--- src/rtl/uart_cmd_pkg.sv ---
// Shared types and constants for the UART command receiver.
package uart_cmd_pkg;

  // Byte-level receiver states
  typedef enum logic [1:0] {
    IDLE,
    START,
    DATA,
    STOP
  } rx_state_t;

  // Command assembly states: waiting for the high byte or the low byte
  typedef enum logic {
    HI,
    LO
  } asm_state_t;

  // Short bit period used when simulating the receiver
  localparam int BAUD_DIV_SIM = 16;

endpackage

--- src/rtl/uart_cmd_rx_if.sv ---
// Command handshake between the UART command receiver and the command processor.
interface uart_cmd_rx_if;
  logic        clr_cmd_rdy;
  logic [15:0] cmd;
  logic        cmd_rdy;
  logic        ovr_err;
  logic        frm_err;

  // Receiver side: produces commands and error pulses
  modport master (
    output cmd,
    output cmd_rdy,
    output ovr_err,
    output frm_err,
    input  clr_cmd_rdy
  );

  // Consumer side: reads commands and acknowledges them
  modport slave (
    input  cmd,
    input  cmd_rdy,
    input  ovr_err,
    input  frm_err,
    output clr_cmd_rdy
  );
endinterface

--- src/rtl/uart_rx_byte.sv ---
// 8N1 byte receiver: RX synchronizer, down-counting baud timer, byte FSM and
// LSB-first shift register. Emits a 1-cycle byte_vld or frm_err per frame.
module uart_rx_byte
  import uart_cmd_pkg::*;
#(
  parameter int BAUD_DIV = 2604
) (
  input  logic       clk,
  input  logic       rst_n,
  input  logic       RX,
  output logic [7:0] rx_byte,
  output logic       byte_vld,
  output logic       frm_err,
  output logic       rx_busy
);

  localparam int            CW       = $clog2(BAUD_DIV + 1);
  localparam logic [CW-1:0] HALF_BIT = CW'(BAUD_DIV / 2);
  localparam logic [CW-1:0] FULL_BIT = CW'(BAUD_DIV);
  localparam logic [CW-1:0] CNT_ONE  = CW'(1);

  logic [1:0]    rx_sync_reg;
  logic          rx_prev_reg;
  logic          rx_s;
  logic          start_edge;
  logic          baud_tick;
  rx_state_t     state_reg;
  logic [CW-1:0] baud_cnt_reg;
  logic [2:0]    bit_cnt_reg;
  logic [7:0]    shift_reg;
  logic          byte_vld_reg;
  logic          frm_err_reg;

  assign rx_s       = rx_sync_reg[1];
  assign start_edge = rx_prev_reg & ~rx_s;
  // The sample point is the cycle the counter steps from 1 to 0, so a load
  // of N places the next sample exactly N clocks later.
  assign baud_tick  = (baud_cnt_reg == CNT_ONE);

  // Two-flop synchronizer plus a delayed copy for falling-edge detection
  always_ff @(posedge clk or negedge rst_n) begin
    if (!rst_n) begin
      rx_sync_reg <= 2'b11;
      rx_prev_reg <= 1'b1;
    end else begin
      rx_sync_reg <= {rx_sync_reg[0], RX};
      rx_prev_reg <= rx_s;
    end
  end

  // Byte FSM with baud counter, bit counter, shifter and registered pulses
  always_ff @(posedge clk or negedge rst_n) begin
    if (!rst_n) begin
      state_reg    <= IDLE;
      baud_cnt_reg <= '0;
      bit_cnt_reg  <= '0;
      shift_reg    <= '0;
      byte_vld_reg <= 1'b0;
      frm_err_reg  <= 1'b0;
    end else begin
      byte_vld_reg <= 1'b0;
      frm_err_reg  <= 1'b0;
      if (baud_cnt_reg != '0) begin
        baud_cnt_reg <= baud_cnt_reg - CNT_ONE;
      end
      case (state_reg)
        IDLE: begin
          // A held-low line produces no edge, so a break reports only once
          if (start_edge) begin
            baud_cnt_reg <= HALF_BIT;
            state_reg    <= START;
          end
        end
        START: begin
          if (baud_tick) begin
            if (rx_s) begin
              state_reg <= IDLE;
            end else begin
              baud_cnt_reg <= FULL_BIT;
              bit_cnt_reg  <= '0;
              state_reg    <= DATA;
            end
          end
        end
        DATA: begin
          if (baud_tick) begin
            shift_reg    <= {rx_s, shift_reg[7:1]};
            baud_cnt_reg <= FULL_BIT;
            bit_cnt_reg  <= bit_cnt_reg + 3'd1;
            if (bit_cnt_reg == 3'd7) begin
              state_reg <= STOP;
            end
          end
        end
        STOP: begin
          // Leave mid-stop-bit so a directly following start bit is caught
          if (baud_tick) begin
            if (rx_s) begin
              byte_vld_reg <= 1'b1;
            end else begin
              frm_err_reg <= 1'b1;
            end
            state_reg <= IDLE;
          end
        end
        default: state_reg <= IDLE;
      endcase
    end
  end

  assign rx_byte  = shift_reg;
  assign byte_vld = byte_vld_reg;
  assign frm_err  = frm_err_reg;
  assign rx_busy  = (state_reg != IDLE);

endmodule

--- src/rtl/uart_cmd_rx.sv ---
// UART command receiver top: pairs received bytes (high first) into a 16-bit
// route command with a cmd_rdy / clr_cmd_rdy handshake and overrun detection.
// Optional feature macro RX_TIMEOUT_EN: abandons a held high byte when the
// line stays idle for TIMEOUT_BITS bit periods.
module uart_cmd_rx
  import uart_cmd_pkg::*;
#(
  parameter int BAUD_DIV = 2604
`ifdef RX_TIMEOUT_EN
  , parameter int TIMEOUT_BITS = 40
`endif
) (
  input  logic          clk,
  input  logic          rst_n,
  input  logic          RX,
  uart_cmd_rx_if.master cmd_if
);

  logic [7:0]  rx_byte;
  logic        byte_vld;
  logic        frm_err;
  logic        rx_busy;
  logic        timeout_hit;
  logic        cmd_done;
  asm_state_t  asm_state_reg;
  logic [7:0]  hi_byte_reg;
  logic [15:0] cmd_reg;
  logic        cmd_rdy_reg;
  logic        ovr_err_reg;

  uart_rx_byte #(
    .BAUD_DIV (BAUD_DIV)
  ) u_byte (
    .clk      (clk),
    .rst_n    (rst_n),
    .RX       (RX),
    .rx_byte  (rx_byte),
    .byte_vld (byte_vld),
    .frm_err  (frm_err),
    .rx_busy  (rx_busy)
  );

`ifdef RX_TIMEOUT_EN
  localparam int            TO_CYC  = TIMEOUT_BITS * BAUD_DIV;
  localparam int            TW      = $clog2(TO_CYC + 1);
  localparam logic [TW-1:0] TO_LAST = TW'(TO_CYC);

  logic [TW-1:0] to_cnt_reg;

  // Idle time in LO; held at zero in HI (so it starts clean on entry to LO)
  // and while a frame is in progress (so each start edge restarts it)
  always_ff @(posedge clk or negedge rst_n) begin
    if (!rst_n) begin
      to_cnt_reg <= '0;
    end else if (asm_state_reg != LO || rx_busy) begin
      to_cnt_reg <= '0;
    end else if (to_cnt_reg != TO_LAST) begin
      to_cnt_reg <= to_cnt_reg + TW'(1);
    end
  end

  assign timeout_hit = (asm_state_reg == LO) && (to_cnt_reg == TO_LAST);
`else
  // Without the timeout the receiver-busy flag has no consumer
  logic unused_busy;
  assign unused_busy = rx_busy;
  assign timeout_hit = 1'b0;
`endif

  assign cmd_done = (asm_state_reg == LO) && byte_vld;

  // Assembly FSM plus command, ready and overrun registers
  always_ff @(posedge clk or negedge rst_n) begin
    if (!rst_n) begin
      asm_state_reg <= HI;
      hi_byte_reg   <= '0;
      cmd_reg       <= '0;
      cmd_rdy_reg   <= 1'b0;
      ovr_err_reg   <= 1'b0;
    end else begin
      ovr_err_reg <= 1'b0;
      case (asm_state_reg)
        HI: begin
          if (byte_vld) begin
            hi_byte_reg   <= rx_byte;
            asm_state_reg <= LO;
          end
        end
        LO: begin
          if (byte_vld) begin
            cmd_reg       <= {hi_byte_reg, rx_byte};
            asm_state_reg <= HI;
          end else if (frm_err || timeout_hit) begin
            hi_byte_reg   <= '0;
            asm_state_reg <= HI;
          end
        end
        default: asm_state_reg <= HI;
      endcase
      // A completing command beats a simultaneous clear
      if (cmd_done) begin
        cmd_rdy_reg <= 1'b1;
        ovr_err_reg <= cmd_rdy_reg & ~cmd_if.clr_cmd_rdy;
      end else if (cmd_if.clr_cmd_rdy) begin
        cmd_rdy_reg <= 1'b0;
      end
    end
  end

  assign cmd_if.cmd     = cmd_reg;
  assign cmd_if.cmd_rdy = cmd_rdy_reg;
  assign cmd_if.ovr_err = ovr_err_reg;
  assign cmd_if.frm_err = frm_err;

endmodule

--- src/flat_wrapper.sv ---
// flat-port wrapper written by rule: the top's interface ports become plain ports
module uart_cmd_rx_flat import uart_cmd_pkg::*;
#(
  parameter int BAUD_DIV = 2604

)
  (clk, rst_n, RX, cmd_if_cmd, cmd_if_cmd_rdy, cmd_if_ovr_err, cmd_if_frm_err, cmd_if_clr_cmd_rdy);
  uart_cmd_rx_if cmd_if_i ();
  input  logic clk;
  input  logic rst_n;
  input  logic RX;
  output wire logic [$bits(cmd_if_i.cmd)-1:0] cmd_if_cmd;
  output wire logic [$bits(cmd_if_i.cmd_rdy)-1:0] cmd_if_cmd_rdy;
  output wire logic [$bits(cmd_if_i.ovr_err)-1:0] cmd_if_ovr_err;
  output wire logic [$bits(cmd_if_i.frm_err)-1:0] cmd_if_frm_err;
  input wire logic [$bits(cmd_if_i.clr_cmd_rdy)-1:0] cmd_if_clr_cmd_rdy;
  assign cmd_if_cmd = cmd_if_i.cmd;
  assign cmd_if_cmd_rdy = cmd_if_i.cmd_rdy;
  assign cmd_if_ovr_err = cmd_if_i.ovr_err;
  assign cmd_if_frm_err = cmd_if_i.frm_err;
  assign cmd_if_i.clr_cmd_rdy = cmd_if_clr_cmd_rdy;
  uart_cmd_rx #(.BAUD_DIV(BAUD_DIV)) u_core (.clk(clk), .rst_n(rst_n), .RX(RX), .cmd_if(cmd_if_i));
endmodule
--- config.mk ---
export PLATFORM = sky130hd
export DESIGN_NAME = uart_cmd_rx_flat
export DESIGN_NICKNAME = d
export VERILOG_FILES = /design/src/rtl/uart_cmd_pkg.sv /design/src/rtl/uart_cmd_rx_if.sv /design/src/rtl/uart_rx_byte.sv /design/src/rtl/uart_cmd_rx.sv /design/src/flat_wrapper.sv
export SDC_FILE = /design/constraint.sdc
export NUM_CORES = 1
export LEC_CHECK = 0
export CORE_AREA = 2 2 96 79
export CTS_BUF_LIST = sky130_fd_sc_hd__clkbuf_4 sky130_fd_sc_hd__clkbuf_8 sky130_fd_sc_hd__clkbuf_16
export CTS_CLUSTER_DIAMETER = 150
export DETAILED_ROUTE_END_ITERATION = 10
export DIE_AREA = 0 0 98 81
export MAX_ROUTING_LAYER = met4
export PLACE_DENSITY_LB_ADDON = 0.12
export SYNTH_ARGS = -nofsm -noshare
export SYNTH_HDL_FRONTEND = slang
export SYNTH_HIERARCHICAL = 1
export SYNTH_SLANG_ARGS = --single-unit
--- constraint.sdc ---
create_clock -name clk -period 2.6 [get_ports clk]
set_input_delay 0.26 -clock clk [delete_from_list [all_inputs] [get_ports clk]]
set_output_delay 0.26 -clock clk [all_outputs]
set_load 0.005 [all_outputs]
# --- Word level (Yosys, flattened, before mapping) ---
# Index checks and enable logic that the tools add are counted.
word_totals:
  ff_bits: 57
  input_bits: 4
  output_inout_bits: 19
  elab_cells: 78
classes:
  addsub: 2
  eq_ne: 14
  n_mux: 34
  n_bitwise: 5
  reduce_logical: 10
ops:
  columns: ["op", "count"]
  rows:
  - ["$mux W12", 5]
  - ["$pmux W12 S3", 1]
  - ["$mux W8", 3]
  - ["$ne A2 B2 Y1 const B", 9]
  - ["$pmux W8 S2", 1]
  - ["$eq A12 B1 Y1 const B", 1]
  - ["$mux W1", 12]
  - ["$mux W2", 6]
  - ["$reduce_bool A12 Y1", 1]
  - ["$sub A12 B1 Y12 const B", 1]
  - ["$mux W3", 3]
  - ["$pmux W2 S4", 1]
  - ["$pmux W3 S2", 1]
  - ["$reduce_and A5 Y1", 1]
  - ["$eq A2 B2 Y1 const B", 2]
  - ["$reduce_and A2 Y1", 2]
  - ["$reduce_and A4 Y1", 1]
  - ["$reduce_bool A2 Y1", 2]
  - ["$add A3 B1 Y3 const B", 1]
  - ["$eq A3 B3 Y1 const B", 1]
  - ["$not A1 Y1", 3]
  - ["$reduce_and A3 Y1", 1]
  - ["$and A1 B1 Y1", 2]
  - ["$eq A2 B1 Y1 const B", 1]
  - ["3 further kinds", 3]

# --- Depth between registers and ports, before layout ---
logic_depth:
  word_depth: 5
  depth_mapped: 8
  mapped_depth_nobuf: 6

# --- By module ---
# Netlist, hierarchy kept.
modules_own_cells:
  columns: ["mod", "n_inst", "cells_each", "area_per_inst_um2", "seq_area_each_um2"]
  rows:
  - ["uart_rx_byte", 1, 116, 1480.2, 754.5]
  - ["uart_cmd_rx", 1, 62, 1051.0, 675.6]

# --- Least setup slack after synthesis ---
# OpenSTA, ideal clock, no wires.
synth_timing:
  kind: "register to register"
  from: "reg u_core.u_byte.baud_cnt_reg[0]"
  to: "reg u_core.u_byte.baud_cnt_reg[6]"
  setup_time_ns: 0.087
  arrival_ns: 1.862
  t_required_ns: 2.513
  setup_slack_ns: 0.652
  path_stages_with_launch: 7
  path_buffers: 0
  synth_period_minus_slack_ns: 1.948
  cell_sequence: "dfrtp_1 inv_1 ha_1 or3b_1 or3_1 a211o_2 a211oi_2"
synth_between:
  elab_chain_len: 5
  word_cells_on_any_way: 9
  classes_between: "add/sub: 1; eq/ne: 1; mux: 6; reduce/logical: 1"
synth_lines:
  columns: ["item", "line", "text"]
  rows:
  - ["start: declaration", "uart_rx_byte.sv:28", "logic [CW-1:0] baud_cnt_reg;"]
  - ["start signal: assignment", "uart_rx_byte.sv:64", "baud_cnt_reg <= baud_cnt_reg - CNT_ONE;"]
  - ["$sub A12 B1 Y12 / $reduce_bool A12 Y1 (equally long branches)", "uart_rx_byte.sv:64, uart_rx_byte.sv:63", null]
  - ["$mux W12", "uart_rx_byte.sv:63", "if (baud_cnt_reg != '0) begin"]
  - ["$mux W12", "uart_rx_byte.sv:76", "if (rx_s) begin"]
  - ["$mux W12", "uart_rx_byte.sv:75", "if (baud_tick) begin"]
  - ["$pmux W12 S3 (*)", "uart_rx_byte.sv:66", "case (state_reg)"]
# Every way passes the cells marked *; elsewhere a longest branch is shown, timed or not.
# A chain may end at the register's enable or synchronous reset.

# --- Worst setup path in the final report ---
# Same ends and word-level chain as after synthesis.

==> results.yml <==
timing:
  max_slew_margin: 0.320
  finalSetupViolCount: 0
  max_freq_mhz: 473
  finalCritPeriodShare: 0.813
  slew_viol_final: 0
  hold_viol_final: 0
  rsz0062_at_grt: "false"
  min_period_ps: 2110
  finalClockSkew_ps: 12.0
  hold-worst-slack_ps: 100
  worst_pin_slew_ps: 1020
  tns_ps: 0
placed_design:
  numPortBuffers: 22
  routabilityCongestion: 0.892
  dp_hpwl_um: 3160
outcome:
  outcome: "finished, final reports clean"
final_layout:
  syn2layout_area_growth_pct: 19.1
  fillCellCount: 671
  largest_reg_flops: 16
  layout-drive-gt1-share: 0.270
  n_antenna_cell: 0
  final_nets: 216
clock_network:
  post-cts-setup-buffer-count: 0
  clk_pin_slew_ps: 70
  cts.repair.resized: 0
  ctsHtreeMaxLevel: 3
  cts_buffers: 9
  cts_sinks: 57
  cts_buffer_depth: 2
  hold_buffers: 0
  tritoncts: "yes"
  ctsRootBufferMaster: "clkbuf_8"
  clock_latency_ps: 330
global_route:
  antenna_found_initial: 0
  grt_pass1_vias: 1542
  grt_usage: 0.134
  grt_pass1_wl_um: 7870
  grt_overflow: 0
  grt_max_degree: 47
route:
  num_vias: 1511
  drt_iter0_drc: 79
  vias_per_cell: 5.02
  dr.pass1.iters: 4
  antenna_left: 0
  drc: 0
  wl_um: 4750
  wl_per_cell_um: 15.8
floorplan:
  ios: 23
  die_y_um: 81
  die_x_um: 98
  die-area_mm2: 0.00794
  start_util: 0.355
  core_area_mm2: 0.00711
  row_count: 28
synthesis:
  ys_warn_count: 6
  avgSynthCellArea_um2: 14.3
  syn_nets: 187
  synth_area_mm2: 0.00252
  syn_inst: 177
power:
  p_per_area_mw_per_mm2: 772
  finalPower_mw: 2.32
  leakage_nw: 1.37
  vdd_drop_max_mv: 0.300
worst_setup_path:
  cp.arrival_ps: 2360
  crit_required_ps: 2850
  end_kind: "register"
  crit_fanout: 4
  cp-start-kind: "register"
  crit_type: "register to register"
job:
  drv_cap: 0
min_path:
  hp-class: "input port to async pin"
power breakdown:
group / switching [mW] / internal (mW)
Clock: 0.355 / 0.476
Combinational: 0.198 / 0.183
Sequential: 0.127 / 0.984
Total: 0.680 / 1.64
critical path, stage by stage (launching register included):
cell and delay [ps]:
dfrtp_1 410, inv_1 120, ha_1 240, or3b_1 410, or3_1 340, a211o_2 330, a211oi_2 180
metrics by stage:
step           area (µm²)  worst slack [ps]   util  instances
2_1_floorplan        2520               652      -        177
3_3_place_gp         2810               583  0.395        285
3_5_place_dp         2810               482  0.395        285
4_1_cts              3010               485  0.423        301
5_1_grt              3010               386  0.423        301
6_report             3010               487  0.423        301
cell type report:
class,instances,area [µm²],share of cell area
inverters,4,15.0,0.00499
multi-input cells,108,1000,0.334
clock buffers,11,145,0.0483
repair buffers,26,245,0.0816
flip-flops and latches,57,1430,0.476
clock inverters,5,55.1,0.0183
well taps,90,113,0.0375
path summary, 6_finish.rpt:
kind / end / slack, ps / cells after the start / startpoint
setup / recovery: u_core/u_byte/baud_cnt_reg[6] / 490 / 6 / u_core/u_byte/baud_cnt_reg[0]
hold / removal: u_core/u_byte/baud_cnt_reg[7] / 100 / 1 / rst_n
setup reg to reg: u_core/u_byte/baud_cnt_reg[6] / 490 / 6 / u_core/u_byte/baud_cnt_reg[0]
hold reg to reg: u_core/u_byte/rx_sync_reg[1] / 360 / 0 / u_core/u_byte/rx_sync_reg[0]
max in group asynchronous: u_core/hi_byte_reg[2] / 1810 / 2 / rst_n
min in group clk: u_core/u_byte/rx_sync_reg[0] / 350 / 1 / RX
cell usage in the layout, fill, tap and decap left out, types with 4 or more instances in the layout:
master / n
clkbuf_8: 10
mux2_2: 11
inv_1: 4
dfrtp_1: 54
a22o_1: 10
nand2_1: 5
ha_1: 6
mux2_4: 15
nor2_1: 4
xor2_1: 4
clkdlybuf4s50_1: 21
buf_4: 4
layer usage:
metal  track usage  up-vias  wire, µm
met3        0.0482        7       186
li1              -      706         -
met2         0.181       34      2020
met5             -        -         0
met1         0.180      764      2490
met4        0.0625        0        55
(Power assumes the default switching activity.)
==> RTL edit: new RTL, config.mk and constraints unchanged <==
Encoding of `rx_state_t`: now Gray code (2 bits for 4 states).
--- a/src/rtl/uart_cmd_pkg.sv
+++ b/src/rtl/uart_cmd_pkg.sv
@@ -3,10 +3,10 @@
 
   // Byte-level receiver states
   typedef enum logic [1:0] {
-    IDLE,
-    START,
-    DATA,
-    STOP
+    IDLE  = 2'b00,
+    START = 2'b01,
+    DATA  = 2'b11,
+    STOP  = 2'b10
   } rx_state_t;
 
   // Command assembly states: waiting for the high byte or the low byte
Behaviour: same outputs for any inputs over 10 cycles, from zero or initial values and one cycle with rst_n low; not proved beyond that.
==> RTL edit against the original RTL <==
Final area up 1.3%. Die area unchanged. First-iteration DRC count up 44%. Synthesized cell count increased by 8.5%. Combinational power up 10%. Core utilization rose by 0.55 points. Worst setup slack lost 0.27 ns. Sequential cell count stayed put. Clock skew shrank 0.0038 ns. Synthesized area fell by 0.64%. Wire length up 3.4%. Maximum frequency decreased by 11%. Total power grew 13%. Critical path type unchanged. Largest cell class unchanged.
==> RTL edit: results <==
INSERT INTO impl_metrics (metric_group, metric, value, unit) VALUES
('place', 'detailed_place_hpwl', '3280', 'µm'),
('outcome', 'status', 'finished clean', ''),
('place', 'post-place-cells', '298', ''),
('power_and_ir_drop', 'ir_drop', '348', 'µV'),
('power_and_ir_drop', 'leakage_power_of_the_design', '0.00140', 'µW'),
('synth', 'synth.net_count', '202', ''),
('place', 'total_placed_instance_area', '0.00279', 'mm²'),
('place', 'preCtsSetupSlack', '0.225', 'ns'),
('final_layout', 'finish.cell_count_without_fillers', '314', ''),
('worst_setup_path', 'crit_path_start', 'u_core/u_byte/baud_cnt_reg[1]', ''),
('final_layout', 'drive_gt1_share', '25.9', '%'),
('place', 'place.gp.congestion', '0.805', ''),
('final_layout', 'final_net_count', '229', ''),
('worst_setup_path', 'cp_max_fanout', '9', ''),
('detailed_routing', 'detailed_router_s_first_iteration_violation_count', '114', ''),
('detailed_routing', 'detailroute.via_count', '1620', ''),
('grt', 'gr-usage-all-layers', '13.8', '%'),
('worst_setup_path', 'cpMaxStageDelayCell', 'or4b_1', ''),
('detailed_routing', 'post_drt_wl_per_cell', '15.6', 'µm'),
('grt', 'grt_pass1_wl', '8170', 'µm');
## RTL edit: layout make-up
| class | instances | share of cell area [%] |
|---|---|---|
| clock buffer | 12 | 5.22 |
| tap | 90 | 3.70 |
| inverter | 6 | 0.740 |
| sequential | 57 | 47.0 |
| clock inverter | 4 | 3.25 |
| multi-input combinational | 120 | 32.3 |
| timing repair buffer | 25 | 7.81 |
## RTL edit: worst paths after layout
| kind | slack [ns] | end |
|---|---|---|
| worst max-delay path | 0.21 | u_core/u_byte/bit_cnt_reg[0] |
| worst min-delay path | 0.06 | u_core/u_byte/baud_cnt_reg[5] |
| worst max register to register | 0.21 | u_core/u_byte/bit_cnt_reg[0] |
| worst min register to register | 0.36 | u_core/u_byte/rx_sync_reg[1] |
| max in group asynchronous | 2.05 | u_core/cmd_if.cmd_rdy |
| min in group clk | 0.33 | u_core/u_byte/rx_sync_reg[0] |
## RTL edit: worst max-delay path, delay by kind of cell, from the launching register on
family	cells	cell delay, ns
adders and majority gates	1	0.15
buffers and inverters	1	0.13
muxes	1	0.33
DFF	1	0.39
and+or+nand+nor	3	1.27
## RTL edit: report_power, final
group / switching [µW] / leakage, µW / internal [µW]
logic: 223 / 0.000512 / 198
clock network: 356 / 0.000130 / 702
registers: 152 / 0.000759 / 992
total: 731 / 0.00140 / 1890
## RTL edit: metrics by stage
step,hold slack [ns],utilization (%)
6_report,0.0586,42.8
5_1_grt,0.119,42.8
2_1_floorplan,-0.0356,-
3_5_place_dp,0.348,39.2
3_3_place_gp,0.348,39.2
4_1_cts,0.0888,42.8
## RTL edit: per-layer routing
metal | GRT usage, % | vias up | wire length [µm]
met5 | - | - | 0
met2 | 19.2 | 49 | 2160
met3 | 5.59 | 4 | 241
li1 | - | 755 | -
met4 | 4.44 | 0 | 32
met1 | 18.3 | 812 | 2470
